### config.mk
export PLATFORM = sky130hd
export DESIGN_NAME = vedic_mul_seq_ctrl
export DESIGN_NICKNAME = d
export VERILOG_FILES = /design/src/rtl/vedic_mul_seq_ctrl.sv
export SDC_FILE = /design/constraint.sdc
export NUM_CORES = 1
export LEC_CHECK = 0
export ABC_AREA = 1
export CORE_ASPECT_RATIO = 0.8
export CORE_MARGIN = 8
export CORE_UTILIZATION = 52
export DETAILED_ROUTE_END_ITERATION = 10
export GPL_TIMING_DRIVEN = 0
export PLACE_DENSITY = 0.78
export RECOVER_POWER = 25
export SLEW_MARGIN = 5
export SYNTH_ARGS = -nofsm -noshare
export SYNTH_HDL_FRONTEND = slang
export SYNTH_SLANG_ARGS = --single-unit
### constraint.sdc
create_clock -name clk -period 4.8 [get_ports clk]
set_input_delay 0.72 -clock clk [delete_from_list [all_inputs] [get_ports clk]]
set_output_delay 0.72 -clock clk [all_outputs]
set_load 0.01 [all_outputs]
### src/rtl/vedic_mul_seq_ctrl.sv
// Iterative WIDTH x WIDTH unsigned multiplier sharing one vedic 4x4 core.
// Digit pairs are fed one per cycle and shift-accumulated into a 2*WIDTH sum.
module vedic_2x2 (
    input  logic [1:0] a,
    input  logic [1:0] b,
    output logic [3:0] p
);
    logic w_t1, w_t2, w_t3, w_c1;

    assign w_t1 = a[1] & b[0];
    assign w_t2 = a[0] & b[1];
    assign w_t3 = a[1] & b[1];
    assign w_c1 = w_t1 & w_t2;

    assign p[0] = a[0] & b[0];
    assign p[1] = w_t1 ^ w_t2;
    assign p[2] = w_t3 ^ w_c1;
    assign p[3] = w_t3 & w_c1;
endmodule

module vedic_4x4 (
    input  logic [3:0] a,
    input  logic [3:0] b,
    output logic [7:0] p
);
    logic [3:0] w_m0, w_m1, w_m2, w_m3;
    logic [5:0] w_mid;

    vedic_2x2 u_ll (.a(a[1:0]), .b(b[1:0]), .p(w_m0));
    vedic_2x2 u_hl (.a(a[3:2]), .b(b[1:0]), .p(w_m1));
    vedic_2x2 u_lh (.a(a[1:0]), .b(b[3:2]), .p(w_m2));
    vedic_2x2 u_hh (.a(a[3:2]), .b(b[3:2]), .p(w_m3));

    // Cross terms share weight 4, the high term weight 16.
    assign w_mid = {2'b00, w_m1} + {2'b00, w_m2};
    assign p     = {4'b0000, w_m0} + {w_mid, 2'b00} + {w_m3, 4'b0000};
endmodule

module vedic_mul_seq_ctrl #(
    parameter int WIDTH = 16
) (
    input  logic               clk,
    input  logic               rst_n,
    input  logic               in_valid,
    output logic               in_ready,
    input  logic [WIDTH-1:0]   a_in,
    input  logic [WIDTH-1:0]   b_in,
    input  logic               abort,
    output logic               out_valid,
    input  logic               out_ready,
    output logic [2*WIDTH-1:0] product,
    output logic               busy
);
    localparam int NDIG = WIDTH / 4;
    localparam int CW   = (NDIG > 1) ? $clog2(NDIG) : 1;
    localparam int SW   = CW + 3;
    localparam int PW   = 2 * WIDTH;
    localparam logic [CW-1:0] LAST = CW'(NDIG - 1);

    typedef enum logic [1:0] {
        IDLE = 2'd0,
        RUN  = 2'd1,
        DONE = 2'd2
    } state_t;

    state_t           r_state;
    logic [WIDTH-1:0] r_a;
    logic [WIDTH-1:0] r_b;
    logic [PW-1:0]    r_acc;
    logic [CW-1:0]    r_i;
    logic [CW-1:0]    r_j;
    logic             r_out_valid;
    logic             r_busy;

    logic [3:0]       w_a_dig;
    logic [3:0]       w_b_dig;
    logic [7:0]       w_pp;
    logic [SW-1:0]    w_shamt;
    logic [PW-1:0]    w_pp_sh;
    logic             w_accept;
    logic             w_last;

    assign w_a_dig = r_a[4*r_i +: 4];
    assign w_b_dig = r_b[4*r_j +: 4];

    vedic_4x4 u_core (.a(w_a_dig), .b(w_b_dig), .p(w_pp));

    assign w_shamt = (SW'(r_i) + SW'(r_j)) << 2;
    assign w_pp_sh = {{(PW-8){1'b0}}, w_pp} << w_shamt;
    assign w_last  = (r_i == LAST) && (r_j == LAST);

    assign in_ready  = rst_n && (r_state == IDLE);
    assign w_accept  = in_valid && in_ready && !abort;
    assign out_valid = r_out_valid;
    assign busy      = r_busy;
    assign product   = r_out_valid ? r_acc : '0;

    always_ff @(posedge clk) begin
        if (!rst_n) begin
            r_state     <= IDLE;
            r_a         <= '0;
            r_b         <= '0;
            r_acc       <= '0;
            r_i         <= '0;
            r_j         <= '0;
            r_out_valid <= 1'b0;
            r_busy      <= 1'b0;
        end else if (abort && r_state != IDLE) begin
            r_state     <= IDLE;
            r_acc       <= '0;
            r_i         <= '0;
            r_j         <= '0;
            r_out_valid <= 1'b0;
            r_busy      <= 1'b0;
        end else begin
            unique case (r_state)
                IDLE: begin
                    if (w_accept) begin
                        r_a     <= a_in;
                        r_b     <= b_in;
                        r_acc   <= '0;
                        r_i     <= '0;
                        r_j     <= '0;
                        r_busy  <= 1'b1;
                        r_state <= RUN;
                    end
                end
                RUN: begin
                    r_acc <= r_acc + w_pp_sh;
                    if (r_j == LAST) begin
                        r_j <= '0;
                        r_i <= r_i + 1'b1;
                    end else begin
                        r_j <= r_j + 1'b1;
                    end
                    if (w_last) begin
                        r_i         <= '0;
                        r_busy      <= 1'b0;
                        r_out_valid <= 1'b1;
                        r_state     <= DONE;
                    end
                end
                DONE: begin
                    if (out_ready) begin
                        r_out_valid <= 1'b0;
                        r_state     <= IDLE;
                    end
                end
                default: begin
                    r_state <= IDLE;
                end
            endcase
        end
    end
endmodule
* Word level (Yosys, flattened, before mapping)
Cells that the tools add are included.
** Word-level totals
- Output and inout bits :: 35
- Bits in read-only memories :: 0
- Latch bits :: 0
- Word-level logic and storage cells :: 96
- Bits in writable memories :: 0
- Input port bits :: 37
- Flip-flop bits (word level) :: 72
- Memories :: 0
** Operators by class
- Add/subtract/negate cells :: 7
- Eq/ne operators :: 8
- Divide/modulo/power cells :: 0
- Multipliers :: 0
- Reductions and logical operators :: 17
- Order comparisons :: 0
- Mux-type cells :: 19
- Bitwise logic cells :: 34
- Shift-type cells :: 3
** Operator list (count)
- $mux W32 :: 2
- $pmux W32 S2 :: 1
- $add A32 B32 Y32 :: 1
- $shiftx A16 B5 Y4 :: 2
- $shl A8 B5 Y32 :: 1
- $and A1 B1 Y1 :: 24
- $reduce_and A3 Y1 :: 5
- $mux W2 :: 7
- $add A4 B8 Y8 :: 1
- $add A8 B8 Y8 :: 1
- $pmux W2 S2 :: 2
- $xor A1 B1 Y1 :: 8
- $eq A2 B2 Y1 const B :: 3
- $ne A2 B2 Y1 const B :: 3
- $pmux W2 S3 :: 1
- $reduce_bool A2 Y1 :: 3
- $add A4 B4 Y5 :: 1
- $logic_and A1 B1 Y1 :: 5
- $add A2 B1 Y2 const B :: 2
- $mux W1 :: 4
- $pmux W1 S2 :: 2
- $add A2 B2 Y3 :: 1
- $ne A3 B3 Y1 const B :: 1
- $eq A2 B1 Y1 const B :: 1
- other kinds (5) :: 6

* Depth between registers and ports, before layout
- Depth in word-level cells :: 10
- Depth in mapped cells :: 35
- Gate-level depth less buffers :: 35

* Hierarchy
From an unflattened synthesis, not the netlist that was laid out.
** Unflattened totals
- Cell total of the unflattened synthesis :: 1096
- Area, all modules :: 6403.6 um^2
** By module, submodules not included
- vedic_mul_seq_ctrl :: area each 5856.9 um^2, cells an instance 1011, seq. area each 1441.4 um^2, times used 1
- vedic_4x4 :: area each 326.6 um^2, cells an instance 45, seq. area each 0.0 um^2, times used 1
- vedic_2x2 :: area each 55.1 um^2, cells an instance 10, seq. area each 0.0 um^2, times used 4

* Worst setup path before layout
Ideal clock, no wire load.
- Path kind :: reg2reg
- Start :: reg r_j[0]
- End :: reg r_acc[22]
- Library setup time :: 132 ps
- Data arrival time :: 4587 ps
- Cell stages (with the launch flop) :: 31
- Setup slack :: 81 ps
- Required time :: 4668 ps
- Path through :: dfxtp_1 > clkbuf_1 > o21ai_0 > a21oi_1 > nor2_1 > ha_1 > ha_1 > ha_1 > a21oi_1 > nand2_1 > xor2_1 > ha_1 > a21oi_1 > nand2_1 > xnor2_1 > nand2_1 > o21ai_0 > or2_2 > nor2_1 > ha_1 > nand2_1 > inv_1 > nand3_1 > nor2_1 > nand2_1 > nand3_2 > nand2_1 > nand2_1 > or2_1 > nand3_2 > a21oi_2
** On the way
- Longest elaborated chain between the ends :: 10
** RTL lines
- start: declaration :: line 71 : logic [CW-1:0] r_j;
- start signal: assignment :: line 134 : r_j <= r_j + 1'b1;
- $shiftx A16 B5 Y4 :: line 84 : assign w_b_dig = r_b[4*r_j +: 4];
- $and A1 B1 Y1 (on tied branches) :: line 10, 11
- $and A1 B1 Y1 :: line 13 : assign w_c1 = w_t1 & w_t2;
- $xor A1 B1 Y1 / $and A1 B1 Y1 (equally long branches) :: line 17, 18
- $add A4 B4 Y5 :: line 35 : assign w_mid = {2'b00, w_m1} + {2'b00, w_m2};
- $add A4 B8 Y8 :: line 36 : assign p = {4'b0000, w_m0} + {w_mid, 2'b00} + {w_m3, 4'b0000};
- $add A8 B8 Y8 :: line 36
- $shl A8 B5 Y32 * :: line 89 : assign w_pp_sh = {{(PW-8){1'b0}}, w_pp} << w_shamt;
- $add A32 B32 Y32 * :: line 129 : r_acc <= r_acc + w_pp_sh;
- $pmux W32 S2 * :: line 116 : unique case (r_state)
- end signal: assignment :: line 129
- end: declaration :: line 69 : logic [PW-1:0] r_acc;
Mark *: on every way between the ends. The rest lies on a longest branch, timed or not.
A chain may end at the register's enable or synchronous reset.

* Worst setup path in the final report
- Start :: reg r_j[0]
- End :: reg r_acc[23]
The elaborated chain is that of the path after synthesis.

==> run summary <==
Outcome -> complete, but fails checks
Failing checks -> setup timing
Global-route wire length before repair -> 30.49 mm
GR Util met2 -> 34.76%
Post-synth top area share -> 24.43%
Root Driver -> clkbuf_16
Syn. warnings -> 0
Placed cell count -> 1165
Sequential element share of the synthesized area -> 24.43%
Drt wl/cell -> 16.95 um
Post-synthesis mux area share -> 0%
Worst Path Max Fanout -> 6
Critical setup path kind -> reg2reg
Vert. Die Dim -> 111.3 um
Layout Cells excl Fill -> 1212
Largest family of logic cells by synthesized area -> simple AND/OR/NAND/NOR gates
I/O Pins -> 72
Unrepaired setup endpoints after global routing -> yes
Post-Route Skew -> 0.006077 ns
Clk sink count -> 72
Main synth FF type -> dfxtp_1
Distinct cells, synth -> 44
Number of global-route vias before repair -> 5987
Share of layout cells above drive strength 1 -> 22.38%
CP Capture Type -> register
Initial antenna violation count -> 0
Worst Hold Class -> reg2reg
Final-report hold violation count -> 0
Arrival @ worst endpoint -> 5.07 ns
Worst EP required -> 5.01 ns
Fin crit share -> 101.3%
Post-Syn Instances -> 950
Core area -> 10980 um2
CP peak stage delay -> 0.39 ns
Max cap viols -> 0
Critical-path top delay cell -> dfxtp_4
Synth top cells by count -> nand2_1, a21oi_1, inv_1
Peak VDD IR -> 0.1452 mV
Starting Density -> 53.76%
Die W -> 135.1 um
Initial drt markers -> 854
CTS tree -> built
Most frequent cell after synthesis -> nand2_1
Post-route setup slack -> -0.06167 ns
Detailed-placement wirelength estimate -> 14.70 mm
Final setup vio count -> 4
Post-synthesis xor/xnor area fraction -> 0.7422%
Worst-margin pin slew -> 0.7873 ns
CP startpoint kind -> register
Clk slew on worst S/H paths -> 0.06 ns
Fin area -> 8135 um2
Gr usage total -> 24.95%
Via count -> 6887
Compound-Gate Fraction of Synth Area -> 18.49%
Area contributors post-synth -> dfxtp_1, nand2_1, ha_1
GRT Max-Usage Layer -> met1
Global-route track usage on met3 -> 6.748%
Final WL -> 20.54 mm
Post-synthesis simple-gate area fraction -> 34.39%
Mapped Nets -> 1042
Max Buffers Root-to-Sink -> 2
Slew HR -> 47.51%
Mean Syn Cell Area -> 6.211 um2
Largest area contributor in the netlist -> dfxtp_1
Synthesized area -> 5901 um2
Max Fclk -> 205.7 MHz
Max-slew violation count -> 0
Yosys reg bits -> 72
Post-DR vias/cell -> 5.682
Antenna Nets Post-Route -> 0
Pwr Density -> 202.9 nW/um2
DRC errors left -> 0
Largest net degree at the start of global routing -> 16
# port buffers -> 71
Die Area -> 15030 um2
Area after DPL -> 6792 um2
GP Congestion -> 1.003
Clk_lat worst skew -> 0.35 ns
Overflow left after global routing -> 0
Row count -> 34
Synth Area in Adders -> 12.17%
Minimum clock period after layout -> 4.862 ns
M1 GR Usage -> 36.31%
Drt first pass iters -> 6
Nets -> 1155
Cts hold-fix bufs -> 0
Num CTS Buffers -> 9
Area grow syn2layout -> 37.87%
Post-synthesis async set-or-reset flop share -> 0%
Post-synth EDFFs -> 0
N_diodes -> 0
Pleak -> 0.003667 uW
H-tree depth -> 3
final timing paths:
kind	slack (ns)	cells after the start	start	to
worst min-delay path	0.46	2	r_a[0]	r_a[0]
worst min register to register	0.46	2	r_a[0]	r_a[0]
worst max-delay path	-0.06	29	r_j[0]	r_acc[23]
worst max register to register	-0.06	29	r_j[0]	r_acc[23]
where the power goes:
group	switching [uW]	total (uW)	leakage, uW	internal, uW
clock network	302	662	0.000135	360
registers	17.6	636	0.000588	619
logic	217	353	0.00294	136
state kept, by name, summed over array words and instances, names as in the netlist:
name	cells
r_state	2
r_i	2
r_j	2
busy	1
out_valid	1
r_b	16
r_acc	32
r_a	16
cell usage in the layout (no fill, tap or decap), types with 12 or more instances in the layout:
master,synthesis,routed
nand2_1,258,241
inv_1,108,103
a21oi_1,109,77
nor2_1,101,75
clkdlybuf4s50_1,0,71
dfxtp_1,72,68
nand3_1,68,59
ha_1,51,33
buf_4,2,32
o21ai_0,47,32
a21oi_2,4,30
nor2_2,0,19
nand2_2,6,18
clkbuf_1,16,14
o21ai_1,9,13
ha_4,0,13
o21ai_2,3,12
what timing repair did:
| item | in CTS | in global routing |
|---|---|---|
| gates resized for setup | 73 | 133 |
| gates cloned | 1 | 0 |
| buffers inserted | 18 | 13 |
| pin swaps | 30 | 44 |
| setup endpoints to repair | 27 | 26 |
through the flow:
step / TNS (ns) / setup slack (ns) / power (uW) / utilization [%] / hold WS, ns
after CTS: 0 / 0.004299 / 1593 / 68.31 / 0.4572
after global routing: -4.979 / -0.3950 / 1707 / 74.12 / 0.4846
final: -0.1250 / -0.06167 / 1651 / 74.12 / 0.4578
after global placement: -21.55 / -1.000 / 894.0 / 61.88 / 0.4379
after detailed placement: -22.19 / -1.024 / 895.1 / 61.88 / 0.4463
after floorplan: 0 / 0.08061 / 797.7 / - / 0.4245
worst max-delay path: cells and delay by family (launching register included):
kind | cells | cell delay [ns]
compound gates | 6 | 0.96
xor+xnor | 2 | 0.39
fa+ha+maj | 5 | 1.27
buf+inv | 3 | 0.32
flops | 1 | 0.39
simple gates | 13 | 1.38
final cells by class:
class                           instances  area [um2]
Clock inverter                          7       61.31
Buffer                                 30       160.2
Fill cell                             896        2840
Sequential cell                        72        1456
Multi-Input combinational cell        733        4664
Tap cell                              144       180.2
Inverter                              115       436.7
Clock buffer                            9       225.2
Timing Repair Buffer                  102       950.9
layer usage:
metal / share of wire [%] / wire (um)
met1: 46 / 9478
met2: 42 / 8571
met3: 10 / 2047
met4: 2.2 / 442
met5: 0 / 0
logic make-up (layout without fill, tap and decap cells):
| family | Yosys count | count (layout) |
|---|---|---|
| AO/OA/AOI/OAI | 197 | 197 |
| XOR/XNOR | 5 | 5 |
| adder cells (fa/ha/maj) | 55 | 55 |
| buffers and inverters | 145 | 263 |
| flip-flops | 72 | 72 |
| AND/OR/NAND/NOR | 476 | 476 |
No activity file was read; power rests on OpenSTA's default activity.
